===== src/rtl/pkt_tx_arb.sv =====
// pkt_tx_arb: credit-gated round-robin packet arbiter.
// Grants one requester at a time, holds the grant for a whole packet and
// registers the accepted beat toward the packet bus. A credit counter
// mirrors the receiver buffer, so a beat is only accepted while credits remain.
module pkt_tx_arb #(
    parameter int NUM_REQ    = 4,
    parameter int DATA_W     = 64,
    parameter int CREDIT_MAX = 8,
    parameter int CNT_W      = $clog2(CREDIT_MAX + 1)
) (
    input  logic                             clk,
    input  logic                             rst,
    input  logic [NUM_REQ-1:0]               req_valid,
    input  logic [NUM_REQ-1:0]               req_last,
    input  logic [NUM_REQ*DATA_W-1:0]        req_data,
    output logic [NUM_REQ-1:0]               req_ready,
    output logic                             bus_tx_valid,
    output logic [DATA_W-1:0]                bus_tx_data,
    output logic                             bus_tx_last,
    output logic [$clog2(NUM_REQ)-1:0]       bus_tx_src,
    input  logic                             credit_in,
    output logic [CNT_W-1:0]                 credits,
    output logic                             credit_err
);

    localparam int SRC_W = $clog2(NUM_REQ);

    typedef enum logic {IDLE, BURST} state_t;

    state_t           state;
    logic [SRC_W-1:0] rr_ptr;
    logic [SRC_W-1:0] owner;
    logic [SRC_W-1:0] gnt_idx;
    logic [SRC_W-1:0] rr_next;
    logic             gnt_vld;
    logic             gnt_last;
    logic             xfer;
    int               rr_idx;

    // Next credit count: a beat consumes one, a returned credit adds one,
    // and the count never rises above the receiver buffer depth.
    function automatic logic [CNT_W-1:0] credit_next(
        input logic [CNT_W-1:0] cur,
        input logic             take,
        input logic             give
    );
        if (take && !give)
            return cur - CNT_W'(1);
        if (give && !take)
            return (cur == CNT_W'(CREDIT_MAX)) ? cur : cur + CNT_W'(1);
        return cur;
    endfunction

    // A credit arriving with the counter already full means the receiver
    // returned more than it was ever given.
    function automatic logic credit_ovf(
        input logic [CNT_W-1:0] cur,
        input logic             take,
        input logic             give
    );
        return give && !take && (cur == CNT_W'(CREDIT_MAX));
    endfunction

    // Grant selection: packet owner while bursting, otherwise the first valid
    // requester at or above rr_ptr with wrap. The downward loop lets the
    // closest candidate to rr_ptr win. Nothing is granted without credit.
    always_comb begin
        gnt_vld   = 1'b0;
        gnt_idx   = '0;
        rr_idx    = 0;
        req_ready = '0;
        if (!rst && credits != '0) begin
            if (state == BURST) begin
                if (req_valid[owner]) begin
                    gnt_vld = 1'b1;
                    gnt_idx = owner;
                end
            end else begin
                for (int k = NUM_REQ - 1; k >= 0; k--) begin
                    rr_idx = int'(rr_ptr) + k;
                    if (rr_idx >= NUM_REQ)
                        rr_idx = rr_idx - NUM_REQ;
                    if (req_valid[rr_idx]) begin
                        gnt_vld = 1'b1;
                        gnt_idx = SRC_W'(rr_idx);
                    end
                end
            end
        end
        if (gnt_vld)
            req_ready[gnt_idx] = 1'b1;
    end

    assign xfer     = gnt_vld;
    assign gnt_last = req_last[gnt_idx];
    assign rr_next  = (gnt_idx == SRC_W'(NUM_REQ - 1)) ? '0 : gnt_idx + SRC_W'(1);

    // Packet FSM: a non-last beat locks the grant, the last beat releases it
    // and moves the round-robin pointer past the finished requester.
    always_ff @(posedge clk) begin
        if (rst) begin
            state  <= IDLE;
            rr_ptr <= '0;
            owner  <= '0;
        end else if (xfer) begin
            if (gnt_last) begin
                state  <= IDLE;
                rr_ptr <= rr_next;
            end else begin
                state  <= BURST;
                owner  <= gnt_idx;
            end
        end
    end

    // Credit counter and sticky overflow flag.
    always_ff @(posedge clk) begin
        if (rst) begin
            credits    <= CNT_W'(CREDIT_MAX);
            credit_err <= 1'b0;
        end else begin
            credits <= credit_next(credits, xfer, credit_in);
            if (credit_ovf(credits, xfer, credit_in))
                credit_err <= 1'b1;
        end
    end

    // Output register: the accepted beat appears on the bus one cycle later.
    always_ff @(posedge clk) begin
        if (rst) begin
            bus_tx_valid <= 1'b0;
            bus_tx_data  <= '0;
            bus_tx_last  <= 1'b0;
            bus_tx_src   <= '0;
        end else begin
            bus_tx_valid <= xfer;
            if (xfer) begin
                bus_tx_data <= req_data[int'(gnt_idx)*DATA_W +: DATA_W];
                bus_tx_last <= gnt_last;
                bus_tx_src  <= gnt_idx;
            end
        end
    end

endmodule


===== config.mk =====
export PLATFORM = sky130hd
export DESIGN_NAME = pkt_tx_arb
export DESIGN_NICKNAME = d
export VERILOG_FILES = /design/src/rtl/pkt_tx_arb.sv
export SDC_FILE = /design/constraint.sdc
export NUM_CORES = 1
export LEC_CHECK = 0
export CORE_AREA = 2 2 135 137
export CTS_CLUSTER_SIZE = 30
export DETAILED_ROUTE_END_ITERATION = 8
export DIE_AREA = 0 0 137 139
export GPL_ROUTABILITY_DRIVEN = 1
export GPL_TIMING_DRIVEN = 0
export HOLD_SLACK_MARGIN = 0.05
export PLACE_DENSITY = 0.7
export SLEW_MARGIN = 40
export SYNTH_ARGS = -nofsm -noshare
export SYNTH_HDL_FRONTEND = slang
export SYNTH_SLANG_ARGS = --single-unit

===== constraint.sdc =====
create_clock -name clk -period 2.76 [get_ports clk]
set_input_delay 0.414 -clock clk [delete_from_list [all_inputs] [get_ports clk]]
set_output_delay 0.414 -clock clk [all_outputs]
set_load 0.05 [all_outputs]

==> summary.md <==
| Metric | Value |
|---|---|
| Die boundary width | `137 um` |
| Cells after synthesis | `562` |
| Worst-skew pair later-pin latency | `0.34 ns` |
| Vias in the first global route | `5840` |
| Syn. warnings | `0` |
| Crit path time final | `2.70 ns` |
| DR vias | `5945` |
| MaxCap Viol Count | `0` |
| # IOs | `344` |
| Synthesized area | `4760 sq um` |
| Finished Layout Cells | `1165` |
| Status | `finished, final reports clean` |
| Flops & latches, synth | `78` |
| Yosys top cell area share | `32.8%` |
| Initial DRT Pass Iterations | `4` |
| Leakage | `3.48 nW` |
| Total power per unit cell area | `1000 nW/um^2` |
| Layout cells sized above 1 | `16.8%` |
| Avg Inst Size Synth | `8.46 sq um` |
| Req. time, crit path | `2.35 ns` |
| Final period utilization | `97.8%` |
| Hpwl dp | `17100 um` |
| Die area | `19000 sq um` |
| Num CTS Buffers | `9` |
| Congestion Overflow GR | `0` |
| Detail Route Antenna Nets | `0` |
| CP max-delay cell | `a221o_1` |
| Standard-cell rows | `49` |
| CTS Hold Buffers Added | `0` |
| DR iter-0 viols | `270` |
| Largest area contributor in the netlist | `dfxtp_1` |
| Nets@finish | `1203` |
| Syn-to-layout area delta | `90.9%` |
| Setup Viol. Count Final | `0` |
| Global-route wire length before repair | `32700 um` |
| Initial Util | `26.9%` |
| Worst Tran Pin Value | `0.585 ns` |
| Design Area, Final | `9080 sq um` |
| Footprint of the multi-input gates | `3020 sq um` |
| CP max stage delay | `0.35 ns` |
| Most used cell, CP | `buf_8` |
| Top cells by count, synth | `78 x dfxtp_1, 74 x nand2_1, 73 x a21oi_1, 66 x mux2_2, 66 x nand3_1` |
| Synth unique cells | `49` |
| Setup CP Type | `in2out` |
| Util after Layout | `51.4%` |
| Hold crit path type | `reg2reg` |
| FMAX | `371 MHz` |
| Slew Viols, Final | `0` |
| CP Data Arrival Time | `2.28 ns` |
| Largest cells by area after synthesis | `dfxtp_1 33%, mux2_2 16%, a221o_1 14%, a21oi_1 7.7%, nand3_1 6.9%` |
| GP Congestion | `0.837` |
| Die height | `139 um` |
| Hold Violations, Final | `0` |
| Tot GR Track Use | `22.4%` |
| Cells after DPL | `1134` |
| Post-route DRC | `0` |
| WL final | `22300 um` |
| Clock-pin slew on the worst setup and hold paths | `0.06 ns` |
| Post-DR wirelength/cell | `19.1 um` |
| Pin count of the biggest net entering global routing | `14` |
| Filler instances | `1707` |
| Clock root cell | `clkbuf_16` |
| Post-synth EDFFs | `0` |
| Dpl cell area | `8490 sq um` |
| Crit end category | `output port` |
| Crit start category | `primary input` |
| Initial antenna violation count | `1` |
| Count leader, synth | `dfxtp_1` |
| Core ar. | `17700 sq um` |
| H-Tree Depth | `3` |
| CTS Buffer Depth | `2` |
| Share of flip-flops with an asynchronous set or reset | `0%` |
| Worst Clk Skew | `0.00768 ns` |
| Synth Flop Type | `dfxtp_1` |
| Reg2reg setup slack | `0.15 ns` |
| Crit path cell chain | `dlygate4sd2_1 > mux2_2 > a221o_1 > and3_4 > buf_6 > clkinv_8 > buf_8 > ha_2 > and2_4 > buf_8` |
| TritonCTS clock tree | `done` |
| Clock sink count | `78` |
| Routed vias/inst | `5.10` |
| Reg area | `1580 sq um` |
| Largest fanout on the critical path | `7` |
| Slew Limit Headroom | `60.8%` |
| Worst vdd ir | `0.484 mV` |
| Setup TNS | `0 ns` |
| # port buffers | `343` |
| Synth Net Count | `835` |
| Sequential share of the synthesized area | `32.8%` |
-- power by group --
group	internal, mW	total (mW)	switching (mW)
combinational	2.26	5.79	3.53
clock	0.757	1.25	0.497
sequential	1.68	2.05	0.371
-- state kept, by name (all words and copies together) (netlist names) --
name / flops
bus_tx_data: 64
bus_tx_last: 1
bus_tx_src: 2
bus_tx_valid: 1
credit_err: 1
credits: 4
owner: 2
rr_ptr: 2
state: 1
-- what timing repair did --
item	4_1_cts	5_1_grt
setup buffers	3	13
endpoints found under the setup margin	73	68
gates resized for setup	59	43
pin swaps	3	6
-- per-stage QoR --
stage	setup slack, ns	power [mW]	hold WS, ns
after floorplan	0.00576	5.53	0.479
after global placement	-1.44	7.61	0.455
after detailed placement	-1.45	7.64	0.459
after CTS	-0.220	8.99	0.473
after global routing	-0.00493	9.54	0.499
final	0.0612	9.10	0.479
-- area by class of cell --
type | count | share of cell area, %
flip-flops and latches | 78 | 17.3
inverters | 13 | 0.675
plain buffers | 51 | 3.07
clock inverters | 3 | 0.469
multi-input cells | 419 | 33.2
repair buffers | 358 | 39.1
well taps | 229 | 3.16
clock buffers | 13 | 2.88
diodes | 1 | 0.0276
-- kinds of logic (layout without fill, tap and decap cells) --
group | after synthesis | in the layout | share of synthesized area, %
DFF | 78 | 78 | 32.8
AOI/OAI and AO/OA | 158 | 158 | 24.9
buffers and inverters | 65 | 438 | 5.84
other | 0 | 1 | 0
xor gates and xnor gates | 3 | 3 | 0.553
adders and majority gates | 6 | 6 | 1.58
muxes | 69 | 69 | 16.3
and+or+nand+nor | 183 | 183 | 18.0
-- path summary, 6_finish.rpt --
check             cells past startpoint               to         start
setup reg to reg                     10  bus_tx_data[28]      owner[0]
hold reg to reg                       1      bus_tx_last   bus_tx_last
hold / removal                        1      bus_tx_last   bus_tx_last
setup / recovery                     10     req_ready[0]  req_valid[3]
-- cell usage in the layout, fill, tap and decap left out, types with 4 or more instances in the layout --
cell type	n
ha_1	4
a21oi_1	73
inv_1	9
clkdlybuf4s50_1	335
buf_2	10
a221o_1	65
clkbuf_1	21
clkbuf_16	10
nand2b_1	6
buf_8	6
buf_1	6
nand2_1	73
nand3_1	66
buf_6	5
mux2_2	66
dfxtp_1	73
clkbuf_2	11
nor2_1	12
buf_4	15
-- routing by layer --
metal / GRT usage [%] / wire, um / part of all wire [%] / vias up
li1: - / - / - / 2852
met1: 25.8 / 8590 / 39 / 2790
met2: 39.9 / 11300 / 51 / 276
met3: 5.88 / 1910 / 8.6 / 27
met4: 6.62 / 427 / 1.9 / 0
met5: 0 / 0 / 0 / -
-- critical path: cells and delay by family --
| kind | cells | cell delay [ns] |
|---|---|---|
| simple gates | 2 | 0.31 |
| buf+inv | 5 | 0.72 |
| mux | 1 | 0.33 |
| compound gates | 1 | 0.35 |
| fa+ha+maj | 1 | 0.14 |
No activity file was read; power rests on OpenSTA's default activity.
